### src/rtl/dsm_dac_sample_sequencer.sv
// Sample sequencer feeding a 2nd-order delta-sigma modulator: input FIFO, clk_en divider, OSR hold, underrun zero-fill.
// Define DSM_SEQ_UNDERRUN_COUNT_EN for a saturating underrun counter; s_ready is !full of the registered level.
module dsm_dac_sample_sequencer #(
  parameter int WIDTH      = 16,
  parameter int FIFO_DEPTH = 4,
  parameter int CLK_DIV    = 4,
  parameter int OSR        = 64,
  parameter int PRELOAD    = 2
) (
  input  logic                        clk,
  input  logic                        rst,
  input  logic                        enable,
  input  logic [WIDTH-1:0]            s_data,
  input  logic                        s_valid,
  output logic                        s_ready,
  output logic [WIDTH-1:0]            dsm_in,
  output logic                        clk_en,
  output logic                        sample_tick,
  output logic                        underrun,
  output logic                        running,
  output logic [$clog2(FIFO_DEPTH):0] fifo_level
`ifdef DSM_SEQ_UNDERRUN_COUNT_EN
  ,
  input  logic                        clr_count,
  output logic [15:0]                 underrun_count
`endif
);

  localparam int AW = $clog2(FIFO_DEPTH);
  localparam int LW = AW + 1;
  localparam int DW = (CLK_DIV > 1) ? $clog2(CLK_DIV) : 1;
  localparam int OW = $clog2(OSR);

  typedef enum logic [1:0] {
    IDLE,
    RUN,
    UNDR
  } state_t;

  state_t           state, state_nxt;
  logic [DW-1:0]    div_cnt, div_nxt;
  logic [OW-1:0]    osr_cnt, osr_nxt;
  logic [WIDTH-1:0] dsm_nxt;
  logic             clk_en_nxt, tick_nxt, urun_nxt;
  logic             push, pop, boundary;

  logic [WIDTH-1:0] mem [FIFO_DEPTH];
  logic [AW-1:0]    wr_ptr, rd_ptr;
  logic [WIDTH-1:0] head;

  // Acceptance looks only at the registered level, so a same-cycle pop never frees a slot.
  assign s_ready  = (fifo_level != LW'(FIFO_DEPTH));
  assign push     = s_valid && s_ready;
  assign head     = mem[rd_ptr];
  assign running  = (state != IDLE);
  assign boundary = clk_en && (osr_cnt == OW'(OSR - 1));

  always_ff @(posedge clk or posedge rst) begin
    if (rst) begin
      wr_ptr     <= '0;
      rd_ptr     <= '0;
      fifo_level <= '0;
    end else begin
      if (push) wr_ptr <= wr_ptr + AW'(1);
      if (pop)  rd_ptr <= rd_ptr + AW'(1);
      fifo_level <= fifo_level + LW'(push) - LW'(pop);
    end
  end

  always_ff @(posedge clk) begin
    if (push) mem[wr_ptr] <= s_data;
  end

  always_comb begin
    state_nxt = state;
    div_nxt   = '0;
    osr_nxt   = '0;
    dsm_nxt   = dsm_in;
    tick_nxt  = 1'b0;
    urun_nxt  = 1'b0;
    pop       = 1'b0;
    case (state)
      IDLE: begin
        dsm_nxt = '0;
        if (enable && (fifo_level >= LW'(PRELOAD))) begin
          state_nxt = RUN;
          dsm_nxt   = head;
          pop       = 1'b1;
          tick_nxt  = 1'b1;
        end
      end
      default: begin
        if (!enable) begin
          // Disable wins over a coinciding boundary; the partial sample is dropped.
          state_nxt = IDLE;
          dsm_nxt   = '0;
        end else begin
          div_nxt = (div_cnt == DW'(CLK_DIV - 1)) ? '0 : div_cnt + DW'(1);
          osr_nxt = osr_cnt;
          if (clk_en) osr_nxt = (osr_cnt == OW'(OSR - 1)) ? '0 : osr_cnt + OW'(1);
          if (boundary) begin
            if (state == RUN) begin
              if (fifo_level != '0) begin
                dsm_nxt  = head;
                pop      = 1'b1;
                tick_nxt = 1'b1;
              end else begin
                dsm_nxt   = '0;
                urun_nxt  = 1'b1;
                tick_nxt  = 1'b1;
                state_nxt = UNDR;
              end
            end else if (fifo_level >= LW'(PRELOAD)) begin
              dsm_nxt   = head;
              pop       = 1'b1;
              tick_nxt  = 1'b1;
              state_nxt = RUN;
            end
          end
        end
      end
    endcase
    // Registered strobe mirrors div_cnt == CLK_DIV-1 of the upcoming cycle.
    clk_en_nxt = (state_nxt != IDLE) && (div_nxt == DW'(CLK_DIV - 1));
  end

  always_ff @(posedge clk or posedge rst) begin
    if (rst) begin
      state       <= IDLE;
      div_cnt     <= '0;
      osr_cnt     <= '0;
      clk_en      <= 1'b0;
      dsm_in      <= '0;
      sample_tick <= 1'b0;
      underrun    <= 1'b0;
    end else begin
      state       <= state_nxt;
      div_cnt     <= div_nxt;
      osr_cnt     <= osr_nxt;
      clk_en      <= clk_en_nxt;
      dsm_in      <= dsm_nxt;
      sample_tick <= tick_nxt;
      underrun    <= urun_nxt;
    end
  end

`ifdef DSM_SEQ_UNDERRUN_COUNT_EN
  always_ff @(posedge clk or posedge rst) begin
    if (rst) begin
      underrun_count <= '0;
    end else if (clr_count) begin
      underrun_count <= '0;
    end else if (underrun && (underrun_count != 16'hFFFF)) begin
      underrun_count <= underrun_count + 16'd1;
    end
  end
`endif

endmodule

### config.mk
export PLATFORM = sky130hd
export DESIGN_NAME = dsm_dac_sample_sequencer
export DESIGN_NICKNAME = d
export VERILOG_FILES = /design/src/rtl/dsm_dac_sample_sequencer.sv
export SDC_FILE = /design/constraint.sdc
export NUM_CORES = 1
export LEC_CHECK = 0
export ABC_AREA = 1
export ABC_CLOCK_PERIOD_IN_PS = 2500
export CAP_MARGIN = 20
export CORE_UTILIZATION = 62
export CTS_BUF_LIST = sky130_fd_sc_hd__clkbuf_16
export CTS_CLUSTER_SIZE = 40
export DETAILED_ROUTE_END_ITERATION = 8
export DONT_BUFFER_PORTS = 1
export MAX_ROUTING_LAYER = met4
export PLACE_DENSITY = 0.78
export SYNTH_ARGS = -nofsm -noshare
export SYNTH_HDL_FRONTEND = slang
export SYNTH_SLANG_ARGS = --single-unit
### constraint.sdc
create_clock -name clk -period 2.5 [get_ports clk]
set_input_delay 0.75 -clock clk [delete_from_list [all_inputs] [get_ports clk]]
set_output_delay 0.75 -clock clk [all_outputs]
set_load 0.05 [all_outputs]
==> results.yml, run 1 <==
timing:
  rsz0062_at_grt: "false"
  finalHoldViolations: 0
  fin_tns_setup_ns: 0
  finalMaxSlewViolations: 0
  skew_ns: 0.00680
  tightest_slew_ns: 0.636
  hold_ws_ns: 0.402
  setup-violations-final: 0
  worst_slew_margin_rel_pct: 57.6
  fin_crit_sh_pct: 92.1
  fmax_mhz: 434
  period_needed_ns: 2.30
layout:
  stdcell_area_um2: 4610
  final_cell_mix: "edfxtp_1, nand2_1, nor2_1"
  area_delta_synth_final_pct: 11.4
  nets: 398
  drive_gt1_share_pct: 12.1
  layout_commonest_cell: "edfxtp_1"
  n_antenna_cell: 0
synth:
  synth_area_um2: 4130
  synth_fp_nets: 383
  ys_types: 30
  ys_ff_latch: 100
  synth_seq_area_share_pct: 68.3
  synthesis.area_per_instance_um2: 11.7
  synth_cells: 353
  yosys_warnings: 0
global_routing:
  grt_pass1_vias: 2734
  grt_usage_pct: 27.3
  grt_max_degree: 37
  antenna_found_initial: 0
  grt_overflow: 0
  grt_first_pass_wirelength_um: 13900
status:
  status: "finished clean"
floorplan:
  rows: 29
  dieArea_um2: 7000
  dieWidth_um: 83.7
  core-area_um2: 6390
  pin_count: 44
  fp.dieH_um: 83.7
  start_util_pct: 64.7
critical_path:
  cp.depth: 12
  critPathTopFamily: "adder cells"
  r2r_end: "fifo_level[2]"
  critPathKind: "register to register"
  cp.buffers_inverters: 3
  regToRegStartpoint: "fifo_level[1]"
  crit_fanout: 4
  r2r_slack_ns: 0.20
  slowest_stage: "dfrtp_1"
  cp_cell_sequence: "inv_1 > ha_1 > nand2_1 > nand3_2 > nand2_1 > nand2_1 > inv_1 > ha_1 > inv_1 > ha_1 > fa_1 > xnor2_1"
  crit_arrival_ns: 2.52
  critPathMaxStageDelay_ns: 0.41
  crit_path_start_kind: "register"
  endpoint_kind: "register"
  r2r_cells: 12
  worstPathRequired_ns: 2.72
  critPathLaunch: "fifo_level[1]"
  cp-endpoint: "fifo_level[2]"
power:
  p_per_area_nw_per_um2: 1260
  p_leak_nw: 1.92
  ir_drop_mv: 0.971
clocking:
  cts_root_buffer: "clkbuf_16"
  cts_tree: "yes"
  cts_max_level: 3
  clk_latency_ns: 0.34
  cts-buffers-inserted: 9
  cts.path.max_buffers: 2
  path_clk_slew_ns: 0.07
  cts_sinks: 100
routing:
  drt_iter0_markers: 241
  dr.pass1.iters: 5
  ant_nets: 0
  via_count: 2758
  drt-wirelength-per-cell_um: 18.9
  drc: 0
  vias_per_cell: 6.13
  routed_wl_um: 8480
place:
  portBuffers: 0
  dp_hpwl_um: 5320
  gp_congestion: 0.869
  dpl_cell_area_um2: 4280
job:
  max_cap_viol_count: 0
hold_path:
  hold_class: "input pin to async pin"
-- logic make-up (layout without fill, tap and decap cells) --
family | after synthesis | count (layout) | synth area share, %
flip-flops | 100 | 100 | 68.3
adder cells (fa/ha/maj) | 10 | 10 | 3.21
buffers and inverters | 41 | 61 | 4.51
multiplexers | 1 | 1 | 0.272
AND/OR/NAND/NOR | 139 | 139 | 15.3
XOR/XNOR | 4 | 4 | 0.848
AO/OA/AOI/OAI | 58 | 58 | 7.63
-- layer usage --
layer / vias to the layer above / share of wire, % / GRT usage (%)
met5: - / 0 / -
met4: 0 / 2.1 / 10.8
met3: 19 / 8.3 / 6.13
met2: 144 / 51 / 43.2
met1: 1346 / 39 / 34.8
li1: 1249 / - / -
-- worst register-to-register path: cells and delay by family, from the launching register on --
family,cells,cell delay (ns)
xor gates and xnor gates,1,0.13
and+or+nand+nor,4,0.43
buffers and inverters,3,0.21
DFF,1,0.41
adders and majority gates,4,1.01
-- final cells by class --
cell class              count  area, um2
flip-flops and latches    100       2820
inverters                  28        110
clock inverters             7       92.6
well taps                  77       96.3
repair buffers             17        128
clock buffers               9        225
fillers                   411       1780
multi-input cells         212       1130
-- worst min-delay path by stage --
stage | startpoint | endpoint | slack, ns | cells after the start
5_1_grt | rst | dsm_in[14] | 0.45 | 2
6_report | rst | dsm_in[1] | 0.40 | 2
2_1_floorplan | div_cnt[0] | clk_en | 0.44 | 1
3_5_place_dp | div_cnt[0] | clk_en | 0.46 | 1
3_3_place_gp | div_cnt[0] | clk_en | 0.45 | 1
4_1_cts | rst | dsm_in[14] | 0.42 | 2
-- stage by stage --
stage                     utilization (%)  total power [W]  std cells  setup slack, ns
final                                72.1          0.00582        450            0.197
after detailed placement             67.1          0.00435        434            0.130
after CTS                            72.1          0.00582        450            0.115
after floorplan                         -          0.00386        353           0.0262
after global routing                 72.1          0.00611        450           0.0223
after global placement               67.1          0.00425        434            0.226
-- state kept, by name (all words and copies together), names as in the netlist --
name	count
wr_ptr	2
state	2
osr_cnt	6
mem	64
clk_en	1
underrun	1
fifo_level	3
sample_tick	1
dsm_in	16
div_cnt	2
rd_ptr	2
-- report_power, final --
group          total [W]  internal [W]  switching [W]  leakage [nW]
combinational    0.00172      0.000517        0.00120         0.707
clock            0.00145      0.000873       0.000578         0.154
sequential       0.00265       0.00216       0.000497          1.06
-- cell usage after synthesis --
cell	n	area (um2)
nor4_1	1	6.26
edfxtp_1	64	1920
nand3_1	24	120
fa_1	1	20.0
mux2_2	1	11.3
xor2_1	3	26.3
ha_1	9	113
nand2_4	2	22.5
nand2_8	1	20.0
nand2_2	3	18.8
o21bai_1	1	7.51
buf_6	3	33.8
nor3_1	2	10.0
o21ai_0	36	180
inv_6	1	8.76
nor2_1	46	173
nand2_1	52	195
o22ai_1	16	100
a21oi_1	4	20.0
nand4_1	3	18.8
clkbuf_1	6	22.5
a21boi_0	1	7.51
nor2_2	1	6.26
nor3b_1	1	7.51
nor2_4	2	22.5
inv_1	27	101
xnor2_1	1	8.76
dfrtp_1	36	901
buf_2	4	20.0
nand3_2	1	10.0
-- timing repair --
item / 4_1_cts / 5_1_grt
setup buffers: 0 / 0
hold endpoints to repair: 0 / 0
resized for setup: 0 / 1
endpoints found under the setup margin: 0 / 2
hold buffers: 0 / 0
Power figures use the tool's default switching activity.
==> inputs of run 2 (changes only) <==
--- a/config.mk
+++ b/config.mk
@@ -8,6 +8,7 @@
 export ABC_AREA = 1
 export ABC_CLOCK_PERIOD_IN_PS = 2500
 export CAP_MARGIN = 20
+export CORE_MARGIN = 5
 export CORE_UTILIZATION = 62
 export CTS_BUF_LIST = sky130_fd_sc_hd__clkbuf_16
 export CTS_CLUSTER_SIZE = 40
==> results.yml, run 2 (synthesis gave the netlist of run 1 again) <==
status:
  status: "finished clean"
critical_path:
  slowest_stage: "dfrtp_1"
  cp.depth: 12
  cp.buffers_inverters: 3
  cp_cell_sequence: "inv_1 > ha_1 > nand2_1 > nand3_1 > nand2_1 > nand2_1 > inv_1 > ha_1 > inv_1 > ha_1 > fa_1 > xnor2_1"
  r2r_end: "fifo_level[2]"
  critPathLaunch: "fifo_level[1]"
  crit_arrival_ns: 2.58
  cp-endpoint: "fifo_level[2]"
  r2r_cells: 12
  crit_fanout: 4
  critPathMaxStageDelay_ns: 0.41
  worstPathRequired_ns: 2.73
  endpoint_kind: "register"
  critPathKind: "register to register"
  critPathTopFamily: "adder cells"
  r2r_slack_ns: 0.14
  regToRegStartpoint: "fifo_level[1]"
  crit_path_start_kind: "register"
floorplan:
  core-area_um2: 6420
  start_util_pct: 64.4
  fp.dieH_um: 91.7
  dieArea_um2: 8400
  rows: 29
  dieWidth_um: 91.7
  pin_count: 44
timing:
  skew_ns: 0.0102
  setup_ws_ns: 0.141
  finalMaxSlewViolations: 0
  rsz0062_at_grt: "false"
  setup-violations-final: 0
  worst_slew_margin_rel_pct: 58.4
  fin_crit_sh_pct: 94.3
  fmax_mhz: 424
  tightest_slew_ns: 0.623
  period_needed_ns: 2.36
  finalHoldViolations: 0
  fin_tns_setup_ns: 0
global_routing:
  grt_first_pass_wirelength_um: 12800
  grt_pass1_vias: 2598
  antenna_found_initial: 0
  grt_overflow: 0
  grt_usage_pct: 20.7
  grt_max_degree: 35
job:
  max_cap_viol_count: 0
layout:
  nets: 397
  fillCellCount: 424
  largest_reg_flops: 64
  largest_register: "mem"
  seqCellArea_um2: 2820
  drive_gt1_share_pct: 11.8
  top_regs: "mem: 64 flops, dsm_in: 16 flops, osr_cnt: 6 flops"
  multi_input_area_um2: 1130
  area_delta_synth_final_pct: 11.2
  final_cell_mix: "edfxtp_1, nand2_1, nor2_1"
  layout_commonest_cell: "edfxtp_1"
  n_antenna_cell: 0
routing:
  dr.pass1.iters: 4
  routed_wl_um: 8070
  ant_nets: 0
  via_count: 2606
  drt_iter0_markers: 220
  drc: 0
  vias_per_cell: 5.80
  drt-wirelength-per-cell_um: 18.0
clocking:
  post_cts_buffers: 0
  cts_max_level: 3
  cts_sinks: 100
  postCtsHoldBufs: 0
  clk_latency_ns: 0.34
  path_clk_slew_ns: 0.07
  cts_tree: "yes"
  cts.path.max_buffers: 2
  cts_resized: 0
  cts-buffers-inserted: 9
  cts_root_buffer: "clkbuf_16"
power:
  ir_drop_mv: 0.561
  p_leak_nw: 1.91
  p_per_area_nw_per_um2: 1240
place:
  gp_congestion: 0.814
  post-place-ws_ns: 0.143
  dp_hpwl_um: 5030
  portBuffers: 0
hold_path:
  hold_class: "input pin to async pin"
run 2: cell types whose count changed in the layout (fill, tap and decap cells not counted), sizes merged:
cell    change
bufinv      -1
inv         +1
buf         -1
run 2: worst min-delay path by stage:
stage	start	end	cells past startpoint
global route	rst	dsm_in[5]	1
CTS	rst	dsm_in[1]	1
finish	rst	dsm_in[1]	1
floorplan	div_cnt[0]	clk_en	1
global placement	div_cnt[0]	clk_en	1
detailed placement	div_cnt[0]	clk_en	1
run 2: report_power, final:
| part | internal [W] | leakage (nW) | switching (W) |
|---|---|---|---|
| clock | 0.000789 | 0.147 | 0.000596 |
| sequential | 0.00216 | 1.06 | 0.000489 |
| combinational | 0.000508 | 0.705 | 0.00116 |
| total | 0.00345 | 1.91 | 0.00224 |
run 2: layer usage:
metal	wire, um	global-route usage [%]
met1	3240	25.2
met5	0	-
met2	4070	32.0
met4	126	10.7
met3	631	5.56
run 2: final cells by class:
| cell class | instances | share of cell area (%) |
|---|---|---|
| Tap cell | 77 | 2.10 |
| Multi-Input combinational cell | 212 | 24.5 |
| Inverter | 28 | 2.39 |
| Timing Repair Buffer | 16 | 2.88 |
| Clock buffer | 9 | 4.90 |
| Sequential cell | 100 | 61.4 |
| Clock inverter | 7 | 1.82 |
run 2: per-stage QoR:
step / hold slack, ns / util (%) / std cells / power (W) / instance area, um2
floorplan: 0.438 / - / 353 / 0.00386 / 4140
global placement: 0.450 / 66.8 / 433 / 0.00424 / 4290
detailed placement: 0.457 / 66.8 / 433 / 0.00431 / 4290
CTS: 0.341 / 71.6 / 449 / 0.00574 / 4600
global route: 0.383 / 71.6 / 449 / 0.00602 / 4600
finish: 0.333 / 71.6 / 449 / 0.00569 / 4600
